<file path="src/rtl/riscv_pkg.sv">
// Shared fetch-side definitions: reset PC default, NOP encoding, fetch FSM encoding
// and the major opcode[6:2] values of control-flow instructions.
package riscv_pkg;

   localparam logic [31:0] RESET_PC_DEFAULT = 32'h0000_0000;
   localparam logic [31:0] NOP_INSTR        = 32'h0000_0013;

   typedef enum logic [1:0] {
      FS_IDLE = 2'd0,
      FS_REQ  = 2'd1,
      FS_WAIT = 2'd2
   } fetch_state_e;

   localparam logic [4:0] OPC_JAL    = 5'b11011;
   localparam logic [4:0] OPC_JALR   = 5'b11001;
   localparam logic [4:0] OPC_BRANCH = 5'b11000;

   function automatic logic is_misaligned(input logic [31:0] addr);
      return (addr[1:0] != 2'b00);
   endfunction

endpackage

</file>
<file path="src/rtl/pc_next_mux.sv">
// Next-PC select: a taken redirect beats sequential advance, otherwise the PC holds.
module pc_next_mux #(
   parameter int XLEN = 32
) (
   input  logic [XLEN-1:0] pc_in,
   input  logic [XLEN-1:0] target_in,
   input  logic            redirect_in,
   input  logic            advance_in,
   output logic [XLEN-1:0] next_pc_out
);

   always_comb begin
      next_pc_out = pc_in;
      if (redirect_in) begin
         next_pc_out = target_in;
      end else if (advance_in) begin
         next_pc_out = pc_in + XLEN'(4);
      end
   end

endmodule

</file>
<file path="src/rtl/fetch_redirect_unit.sv">
// Fetch unit: owns the PC, issues one outstanding imem request at a time, redirects on
// taken branches (dropping stale fetches) and feeds decode through a one-entry register.
module fetch_redirect_unit
   import riscv_pkg::*;
#(
   parameter logic [31:0] RESET_PC = RESET_PC_DEFAULT,
   parameter int          XLEN     = 32
) (
   input  logic            clk_in,
   input  logic            rst_in,
   input  logic            branch_taken_in,
   input  logic [XLEN-1:0] branch_target_in,
   input  logic            stall_in,
   output logic            imem_req_valid_out,
   input  logic            imem_req_ready_in,
   output logic [XLEN-1:0] imem_addr_out,
   input  logic            imem_resp_valid_in,
   input  logic [XLEN-1:0] imem_rdata_in,
   output logic [XLEN-1:0] instr_out,
   output logic [XLEN-1:0] instr_pc_out,
   output logic            instr_valid_out,
   output logic            misaligned_trap_out,
   output logic [XLEN-1:0] misaligned_addr_out,
   output logic [1:0]      fetch_state_out
);

   // Request channel: imem_req_valid_out stays high with imem_addr_out stable until a cycle
   // where imem_req_ready_in is also high; that cycle is the transfer. Responses arrive in
   // order, one per transfer, as a single-cycle imem_resp_valid_in pulse.

   fetch_state_e    state_q, state_d;
   logic [XLEN-1:0] pc_q, pc_d;
   logic [XLEN-1:0] req_addr_q, req_addr_d;
   logic            drop_q, drop_d;
   logic            stale_q, stale_d;
   logic [XLEN-1:0] instr_q, instr_d;
   logic [XLEN-1:0] instr_pc_q, instr_pc_d;
   logic            instr_valid_q, instr_valid_d;
   logic            buf_valid_q, buf_valid_d;
   logic [XLEN-1:0] buf_q, buf_d;
   logic [XLEN-1:0] buf_pc_q, buf_pc_d;
   logic            trap_q, trap_d;
   logic [XLEN-1:0] trap_addr_q, trap_addr_d;

   logic            redirect;
   logic            misaligned;
   logic            req_fire;
   logic            can_load;
   logic            advance;
   logic [XLEN-1:0] next_pc;

   assign misaligned = branch_taken_in & is_misaligned(branch_target_in);
   assign redirect   = branch_taken_in & ~is_misaligned(branch_target_in);
   assign req_fire   = (state_q == FS_REQ) & imem_req_ready_in;
   assign can_load   = ~instr_valid_q | ~stall_in;
   // The PC steps only for a live response; a parked response already stepped it.
   assign advance    = (state_q == FS_WAIT) & ~buf_valid_q & imem_resp_valid_in &
                       ~drop_q & ~redirect;

   pc_next_mux #(.XLEN(XLEN)) u_pc_next_mux (
      .pc_in       (pc_q),
      .target_in   (branch_target_in),
      .redirect_in (redirect),
      .advance_in  (advance),
      .next_pc_out (next_pc)
   );

   always_comb begin
      state_d       = state_q;
      pc_d          = next_pc;
      req_addr_d    = req_addr_q;
      drop_d        = drop_q;
      stale_d       = stale_q;
      instr_d       = instr_q;
      instr_pc_d    = instr_pc_q;
      instr_valid_d = instr_valid_q & stall_in;
      buf_valid_d   = buf_valid_q;
      buf_d         = buf_q;
      buf_pc_d      = buf_pc_q;
      trap_d        = misaligned;
      trap_addr_d   = misaligned ? branch_target_in : trap_addr_q;

      case (state_q)
         FS_IDLE: begin
            state_d = FS_REQ;
         end
         FS_REQ: begin
            // A redirect cannot retract a presented request; mark it so its data is dropped.
            if (req_fire) begin
               state_d = FS_WAIT;
               stale_d = 1'b0;
               drop_d  = stale_q | redirect;
            end else if (redirect) begin
               stale_d = 1'b1;
            end
         end
         FS_WAIT: begin
            if (buf_valid_q) begin
               if (redirect) begin
                  buf_valid_d = 1'b0;
                  state_d     = FS_REQ;
               end else if (can_load) begin
                  instr_d       = buf_q;
                  instr_pc_d    = buf_pc_q;
                  instr_valid_d = 1'b1;
                  buf_valid_d   = 1'b0;
                  state_d       = FS_REQ;
               end
            end else if (imem_resp_valid_in) begin
               if (drop_q | redirect) begin
                  drop_d  = 1'b0;
                  state_d = FS_REQ;
               end else if (can_load) begin
                  instr_d       = imem_rdata_in;
                  instr_pc_d    = pc_q;
                  instr_valid_d = 1'b1;
                  state_d       = FS_REQ;
               end else begin
                  buf_valid_d = 1'b1;
                  buf_d       = imem_rdata_in;
                  buf_pc_d    = pc_q;
               end
            end else if (redirect) begin
               drop_d = 1'b1;
            end
         end
         default: begin
            state_d = FS_IDLE;
         end
      endcase

      if (redirect) begin
         instr_valid_d = 1'b0;
      end

      if ((state_d == FS_REQ) && (state_q != FS_REQ)) begin
         req_addr_d = next_pc;
      end
   end

   always_ff @(posedge clk_in or posedge rst_in) begin
      if (rst_in) begin
         state_q       <= FS_IDLE;
         pc_q          <= RESET_PC;
         req_addr_q    <= RESET_PC;
         drop_q        <= 1'b0;
         stale_q       <= 1'b0;
         instr_q       <= XLEN'(NOP_INSTR);
         instr_pc_q    <= '0;
         instr_valid_q <= 1'b0;
         buf_valid_q   <= 1'b0;
         buf_q         <= '0;
         buf_pc_q      <= '0;
         trap_q        <= 1'b0;
         trap_addr_q   <= '0;
      end else begin
         state_q       <= state_d;
         pc_q          <= pc_d;
         req_addr_q    <= req_addr_d;
         drop_q        <= drop_d;
         stale_q       <= stale_d;
         instr_q       <= instr_d;
         instr_pc_q    <= instr_pc_d;
         instr_valid_q <= instr_valid_d;
         buf_valid_q   <= buf_valid_d;
         buf_q         <= buf_d;
         buf_pc_q      <= buf_pc_d;
         trap_q        <= trap_d;
         trap_addr_q   <= trap_addr_d;
      end
   end

   assign imem_req_valid_out  = (state_q == FS_REQ);
   assign imem_addr_out       = req_addr_q;
   assign instr_out           = instr_q;
   assign instr_pc_out        = instr_pc_q;
   assign instr_valid_out     = instr_valid_q;
   assign misaligned_trap_out = trap_q;
   assign misaligned_addr_out = trap_addr_q;
   assign fetch_state_out     = state_q;

endmodule
</file>
<file path="config.mk">
export PLATFORM = sky130hd
export DESIGN_NAME = fetch_redirect_unit
export DESIGN_NICKNAME = d
export VERILOG_FILES = /design/src/rtl/riscv_pkg.sv /design/src/rtl/pc_next_mux.sv /design/src/rtl/fetch_redirect_unit.sv
export SDC_FILE = /design/constraint.sdc
export NUM_CORES = 1
export LEC_CHECK = 0
export ABC_CLOCK_PERIOD_IN_PS = 12800
export BUFFER_PORTS_ARGS = -buffer_cell sky130_fd_sc_hd__buf_2
export CORE_UTILIZATION = 45
export CTS_BUF_LIST = sky130_fd_sc_hd__clkbuf_2
export CTS_CLUSTER_DIAMETER = 150
export CTS_CLUSTER_SIZE = 25
export DETAILED_ROUTE_END_ITERATION = 12
export PLACE_DENSITY = 0.67
export REMOVE_ABC_BUFFERS = 1
export SLEW_MARGIN = 20
export SYNTH_ARGS = -nofsm -noshare
export SYNTH_HDL_FRONTEND = slang
export SYNTH_SLANG_ARGS = --single-unit
</file>
<file path="constraint.sdc">
create_clock -name clk_in -period 12.8 [get_ports clk_in]
set_input_delay 1.28 -clock clk_in [delete_from_list [all_inputs] [get_ports clk_in]]
set_output_delay 1.28 -clock clk_in [all_outputs]
set_load 0.02 [all_outputs]
</file>
# == Word level (Yosys, flattened, before mapping) ==
# Cells that the tools add are included.
# totals
n_memories,0
ram_bits,0
out_inout_bits,133
word_cells,92
inputBits,70
latch_bits,0
romBits,0
reg_bits,231
# classes
bitwise_logic,19
add_sub_neg,1
n_div,0
shift,0
n_eq_ne,10
order_cmp,0
reduce_logical,10
mux,39
multipliers,0
# ops
operator,n
2-to-1 mux 32 bit,14
adder 32 x 3 -> 32 bit (second input constant),1
2-to-1 mux 1 bit,17
AND reduction 5 bit,3
2-to-1 mux 2 bit,6
AND 1 bit,8
NOT 1 bit,8
nonzero test 2 bit,4
inequality test 2 bit (second input constant),3
one-hot mux 2 bit (3 select lines),1
equality test 2 x 1 -> 1 bit (second input constant),2
inequality test 2 x 1 -> 1 bit (second input constant),2
inequality test 3 x 2 -> 1 bit (second input constant),1
inequality test 3 bit (second input constant),1
OR 1 bit,3
equality test 2 bit (second input constant),1
zero test 2 bit,1
one-hot mux 1 bit (2 select lines),1
AND reduction 2 bit,1
logical AND 1 bit,1

# == Logic depth before layout (Yosys ltp) ==
# Gate-level depths: netlist of the first run.
# depth
word_depth,10
ltp_mapped,10
depth_no_buf,7

# == By module ==
# From an unflattened synthesis of the first run, not the netlist that was laid out.
# unflattened
cells_unflattened,809
hier_area_um2,10139.7
# by_module_without_submodules
mod,cells_per_inst,instances,area_per_inst_um2,seq_area_each_um2
fetch_redirect_unit,640,1,9067.4,5784.3
pc_next_mux,169,1,1072.3,0.0

# == Least setup slack after synthesis of the first run ==
# No wires, ideal clock.
# synth_path
path_kind,input-to-reg
startpoint,input port branch_taken_in
endpoint,register req_addr_q[26] (netlist: imem_addr_out[26])
setup_time_ns,0.125
stages,7
slack_ns,9.630
t_arrival_ns,3.045
n_path_buf,2
required_time_ns,12.675
path_cell_list,nor3b_2 > or4_1 > buf_2 > buf_6 > o311a_1 > a211o_1 > mux2_2
# synth_via
word_cells_on_any_way,13
classes_between,eq/ne: 1; mux: 7; bitwise: 4; reduce/logical: 1
# synth_lines
element,line,rtl
from (decl),fetch_redirect_unit.sv:11,"input logic branch_taken_in,"
AND 1 bit *,fetch_redirect_unit.sv:53,assign redirect = branch_taken_in & ~is_misaligned(branch_target_in);
NOT 1 bit,fetch_redirect_unit.sv:58,~drop_q & ~redirect;
AND 1 bit,fetch_redirect_unit.sv:58,
2-to-1 mux 32 bit,pc_next_mux.sv:16,end else if (advance_in) begin
2-to-1 mux 32 bit *,pc_next_mux.sv:14,if (redirect_in) begin
named net next_pc[26],fetch_redirect_unit.sv:50,logic [XLEN-1:0] next_pc;
to (signal assigned),fetch_redirect_unit.sv:159,req_addr_q <= req_addr_d;
to (decl),fetch_redirect_unit.sv:33,"logic [XLEN-1:0] req_addr_q, req_addr_d;"
# The timed path passes the listed nets; every way through them passes the cells marked *.
# A chain may end at the register's enable or synchronous reset.

# == Worst setup path in the final report of the first run ==
# layout_path
startpoint,register state_q[1] (netlist: fetch_state_out[1])
endpoint,output port imem_req_valid_out
# layout_via
elab_chain_cells,1
# layout_lines
element,line,rtl
from (decl),fetch_redirect_unit.sv:31,"fetch_state_e state_q, state_d;"
from (signal assigned),fetch_redirect_unit.sv:157,state_q <= state_d;
equality test 2 x 1 -> 1 bit,fetch_redirect_unit.sv:173,assign imem_req_valid_out = (state_q == FS_REQ);
to (decl),fetch_redirect_unit.sv:14,"output logic imem_req_valid_out,"
# No other way between the ends.

==> results of run 1 <==
==> placed cells by master (no fill, tap or decap), types with 4 or more instances in the layout <==
cell and count:
nor4_1 8, or4_1 6, buf_4 8, o21ai_0 78, mux2i_1 65, nor2_1 33
o311a_1 4, a211o_1 5, buf_2 202, dfrtp_1 227, a31oi_1 8, clkbuf_2 17
xnor2_1 8, and2_1 6, ha_1 5, nor3_1 9, nand3_1 14, nand4_1 10
a21oi_1 14, nand2_1 104, inv_1 7, or3_1 5, mux2_2 123, o31ai_1 6
==> state kept, by name, indices dropped and copies added (netlist names) <==
signal	flops
buf_valid_q	1
stale_q	1
instr_valid_out	1
drop_q	1
buf_pc_q	32
misaligned_trap_out	1
misaligned_addr_out	32
buf_q	32
fetch_state_out	2
pc_q	32
instr_pc_out	32
imem_addr_out	32
instr_out	32
==> worst max-delay path: stages (launching register included) <==
cell,delay [ps]
dfrtp_1,550
inv_1,110
ha_1,270
buf_2,210
==> cells by family (layout without fill, tap and decap cells) <==
family,Yosys count,after routing,synth area share
xor+xnor,11,11,0.00955
flops,231,231,0.574
buf+inv,65,238,0.0269
other cells,0,2,0
compound gates,127,127,0.0734
mux,189,189,0.203
fa+ha+maj,5,5,0.00620
simple gates,219,219,0.107
==> layer usage <==
metal / track usage / vias to the layer above
met2: 0.319 / 161
met5: 0 / -
li1: - / 3334
met1: 0.279 / 3397
met3: 0.0299 / 18
met4: 0.0317 / 0
==> cell usage after synthesis, types with 3 or more instances <==
library cell,instances
a221o_1,3
nand4_1,10
nor4b_1,3
dfstp_2,3
nor2_1,34
dfrtp_1,228
xor2_1,3
nor4_1,8
buf_2,15
nand2_1,104
o21ai_0,78
o311a_1,4
mux2i_1,65
nand3_1,14
nor3_1,9
a21oi_1,14
ha_1,5
or3_1,5
buf_1,7
and2_1,6
a31oi_1,8
o31ai_1,6
a211o_1,5
xnor2_1,8
inv_1,8
clkbuf_1,33
or4_1,6
mux2_2,123
and4_1,3
==> area by class of cell <==
class                   instances  area (µm²)
repair buffers                211        1080
inverters                       8        42.5
clock inverters                 2        23.8
fillers                      1992       10400
flip-flops and latches        231        5790
diodes                          2        5.00
multi-input cells             551        4070
well taps                     280         350
clock buffers                  17        85.1
==> final timing paths <==
check | slack, ps | from | to
setup / recovery | 9530 | fetch_state_out[1]$_DFF_PP0_ | imem_req_valid_out
hold / removal | 490 | rst_in | instr_pc_out[3]$_DFFE_PP0P_
setup reg to reg | 9580 | fetch_state_out[0]$_DFF_PP0_ | imem_addr_out[30]$_DFFE_PP0P_
hold reg to reg | 500 | instr_out[0]$_DFFE_PP1P_ | instr_out[0]$_DFFE_PP1P_
max in group asynchronous | 10960 | rst_in | imem_addr_out[30]$_DFFE_PP0P_
min in group clk_in | 500 | instr_out[0]$_DFFE_PP1P_ | instr_out[0]$_DFFE_PP1P_
==> power groups by stage <==
stage	Combinational (mW)	Clock (mW)	Sequential (mW)
6_report	0.916	0.264	1.08
5_1_grt	1.00	0.300	1.11
4_1_cts	0.930	0.276	1.08
3_5_place_dp	0.928	0	1.09
3_3_place_gp	0.910	0	1.09
2_1_floorplan	0.443	0	1.27
==> through the flow <==
step | setup WS (ps) | instances | power [mW] | instance area, µm² | utilization
6_report | 9530 | 1302 | 2.26 | 11400 | 0.523
5_1_grt | 9330 | 1302 | 2.41 | 11400 | 0.523
4_1_cts | 9440 | 1300 | 2.29 | 11400 | 0.522
3_5_place_dp | 8660 | 1281 | 2.02 | 11300 | 0.517
3_3_place_gp | 8730 | 1281 | 2.00 | 11300 | 0.517
2_1_floorplan | 5190 | 790 | 1.72 | 9840 | -
==> flow_summary.ini, run 1 <==
[logic_synthesis]
syn_area_um2 = 10100
synth_area_leader_cell = dfrtp_1
yosys_register_bits = 231
yosysSeqAreaShare = 0.574
asyncSetResetFlopFracSynth = 1.00
postSynthAreaPerCell_um2 = 11.9
synthCells = 847
synth_top_cell_area_share = 0.566
ys_top_cells_by_area = dfrtp_1 57%, mux2_2 14%, mux2i_1 6.5%
yosys_most_used_dff = dfrtp_1
yosysWarnings = 0
synthDistinctLibCells = 54
synth-edff-count = 0

[place]
dp_hpwl_um = 15000
gp_congestion = 0.769
port-buffer-count = 202

[run_status]
status = finished clean

[power]
p_per_area_nw_per_um2 = 197
vdd_drop_max_uv = 102
switching_share = 0.400
p_comb_frac = 0.406
leakage_nw = 5.48
power.internal_mw = 1.35
power.switching_uw = 904
seqPwrFrac = 0.477
clock_power_share = 0.117

[timing]
max_slew_margin = 0.268
fin_crit_sh = 0.256
finalHoldViolations = 0
setup_viol_count_final = 0
whs_ps = 488
post-route-min-period_ps = 3270
final-max-slew-violation-count = 0
rsz0062_at_grt = no
totalNegativeSetupSlack_ps = 0
skew_ps = 115
tightest_slew_ps = 1090
max_freq_mhz = 306

[route]
dr.pass1.iters = 4
wl_met3_um = 1190
met1_length_um = 11100
wl_per_cell_um = 17.4
wl_um = 22700
routed_via_density = 5.31
via_count = 6910
routed.top_layer = met4
drc = 0
ant_nets = 0
drt_iter0_markers = 315
wl_met2_um = 10200

[clock_network]
cts_buffers = 13
clk_latency_ps = 840
cts_tree = built
cts_root_buf = clkbuf_2
cts.sinks = 231
cts.clk_slew.worst_paths_ps = 460
clock_path_buffers = 3
h-tree-depth = 1
cts-resized-gates = 0
hold_buffers = 0
postCtsSetupBuffers = 0

[global_routing]
grt_use_total = 0.195
grt_start_max_net_pins = 153
grt_overflow = 0
antenna_found_initial = 2
grt_pass1_wl_um = 35500
grt_pass1_vias = 6727

[critical_path]
required_ps = 11520
endpoint_kind = primary output
cp-start-kind = flip-flop
critical_path_class = flip-flop to primary output
cp_max_fo = 7
critPathArrivalTime_ps = 1990
rr_worst_depth = 7

[floorplanning]
num_rows = 54
die_w_um = 152
die_area_um2 = 23000
start_util = 0.461
pin_count = 203
die-height_um = 152
core_um2 = 21900

[finish]
areaGrowthSynthToFinish_pct = 13.5
layout.nets = 1091
drive_gt1_frac = 0.362

[run]
cap_violations = 0

[hold_path]
hold_path_class = input pin to asynchronous set/reset pin
(Power assumes the default switching activity.)
==> inputs of run 2 (changes only) <==
Settings changed: ABC_CLOCK_PERIOD_IN_PS 12800 to 3300.
Clock period 12.8 ns to 3.3 ns, I/O delays scaled along.
==> run 2 against run 1 <==
Clock power grew to 3.9 times the previous value. Clock-buffer cell count is 1 higher. Sequential cell count stayed put. Clock skew is 70 ps higher. Combinational power grew to 4.1 times the previous value. Non-clock buffer count is 87 higher. Largest power group unchanged. Highest routed layer unchanged.
==> flow_summary.ini, run 2 (synthesis results as in run 1) <==
[global_routing]
grt_pass1_wl_um = 38500
antenna_found_initial = 1
grt_start_max_net_pins = 109
grt_pass1_vias = 7170
grt_use_total = 0.214
grt_overflow = 0

[finish]
layout_commonest_cell = dfrtp_1
layout.nets = 1178
drive_gt1_frac = 0.347
utilization = 0.563
final_cell_count_no_fill = 1390
finalInstanceArea_um2 = 12300
multi_input_area_um2 = 4070
seq_area_um2 = 5790
final_cell_mix = 227 x dfrtp_1, 202 x buf_2, 123 x mux2_2
fill_cells = 1891
areaGrowthSynthToFinish_pct = 22.1

[floorplanning]
start_util = 0.461
num_rows = 54
die_w_um = 152
pin_count = 203
die_area_um2 = 23000
core_um2 = 21900
die-height_um = 152

[clock_network]
cts.sinks = 231
cts_root_buf = clkbuf_2
postCtsSetupBuffers = 0
cts.clk_slew.worst_paths_ps = 450
clk_latency_ps = 860
cts_buffers = 13
cts_tree = built
clock_path_buffers = 3
h-tree-depth = 1

[critical_path]
rr_startpoint = fetch_state_out[0]$_DFF_PP0_
slowest_delay_ps = 690
path_cells = inv_1 > ha_1 > nand4bb_4 > or4_1 > o311a_1 > a211o_1 > mux2_2
cp-start-kind = flip-flop
critical_path_depth = 7
required_ps = 4040
endpoint_kind = flip-flop
crit_path_start = fetch_state_out[0]$_DFF_PP0_
cp_max_fo = 13
critPathArrivalTime_ps = 3660
critical_path_class = flip-flop to flip-flop
critPathTopFamily = simple AND/OR/NAND/NOR gates
rr_worst_depth = 7
cp_num_buf_inv = 1
slowest_stage = or4_1

[power]
total_power_mw = 8.93
p_per_area_nw_per_um2 = 725
vdd_drop_max_uv = 464
leakage_nw = 5.88

[place]
gp_congestion = 0.802
port-buffer-count = 202
placed_area_um2 = 11500
dp_hpwl_um = 15900
pre_cts_slack_ps = 521
dp.cells = 1296

[timing]
setup_viol_count_final = 0
max_freq_mhz = 342
final-max-slew-violation-count = 0
max_slew_margin = 0.419
tightest_slew_ps = 869
rsz0062_at_grt = no
fin_crit_sh = 0.885
setup_slack_ps = 379
post-route-min-period_ps = 2920
finalHoldViolations = 0
skew_ps = 185

[route]
wl_um = 24300
via_count = 7292
drt_iter0_markers = 337
routed_via_density = 5.25
dr.pass1.iters = 4
wl_per_cell_um = 17.5
ant_nets = 0
drc = 0

[run_status]
status = finished clean

[hold_path]
hold_path_class = input pin to asynchronous set/reset pin

[run]
cap_violations = 0
[run 2: cell type report]
| class | count | area share |
|---|---|---|
| inverter | 8 | 0.00305 |
| sequential | 231 | 0.470 |
| clock inverter | 2 | 0.00193 |
| timing repair buffer | 298 | 0.158 |
| clock buffer | 18 | 0.00731 |
| tap | 280 | 0.0284 |
| antenna | 2 | 0.000406 |
| multi-input combinational | 551 | 0.331 |
[run 2: worst register-to-register path, cell delays in order (launching register included)]
cell and delay [ps]:
dfrtp_1 530, inv_1 110, ha_1 430, nand4bb_4 160, or4_1 690, o311a_1 380, a211o_1 240, mux2_2 260
[run 2: where the power goes]
part,switching [mW],internal [mW],total [mW]
clock,0.875,0.160,1.03
combinational,2.18,1.55,3.73
sequential,0.517,3.65,4.16
total,3.57,5.36,8.93
[run 2: timing repair]
item | 4_1_cts | 5_1_grt
hold buffers | 72 | 0
resized for setup | 0 | 0
hold endpoints to repair | 271 | 0
[run 2: per-stage QoR]
| step | TNS (ps) | hold slack [ps] |
|---|---|---|
| final | 0 | 73.0 |
| after global routing | 0 | 66.7 |
| after CTS | 0 | 20.8 |
| after detailed placement | 0 | 465 |
| after global placement | 0 | 455 |
| after floorplan | -1096030 | 420 |
[run 2: path summary, 6_finish.rpt]
| path | endpoint | slack, ps |
|---|---|---|
| worst max-delay path | imem_addr_out[25]$_DFFE_PP0P_ | 380 |
| worst min-delay path | buf_q[17]$_DFFE_PP0P_ | 70 |
| worst max register to register | imem_addr_out[25]$_DFFE_PP0P_ | 380 |
| worst min register to register | instr_out[0]$_DFFE_PP1P_ | 500 |
| max in group asynchronous | imem_addr_out[23]$_DFFE_PP0P_ | 2320 |
| min in group clk_in | buf_q[27]$_DFFE_PP0P_ | 200 |
[run 2: routing by layer]
metal | part of all wire | track usage | up-vias
met5 | 0 | 0 | -
met4 | 0.016 | 0.0436 | 0
met3 | 0.052 | 0.0332 | 24
met2 | 0.45 | 0.341 | 188
met1 | 0.49 | 0.309 | 3566
li1 | - | - | 3514
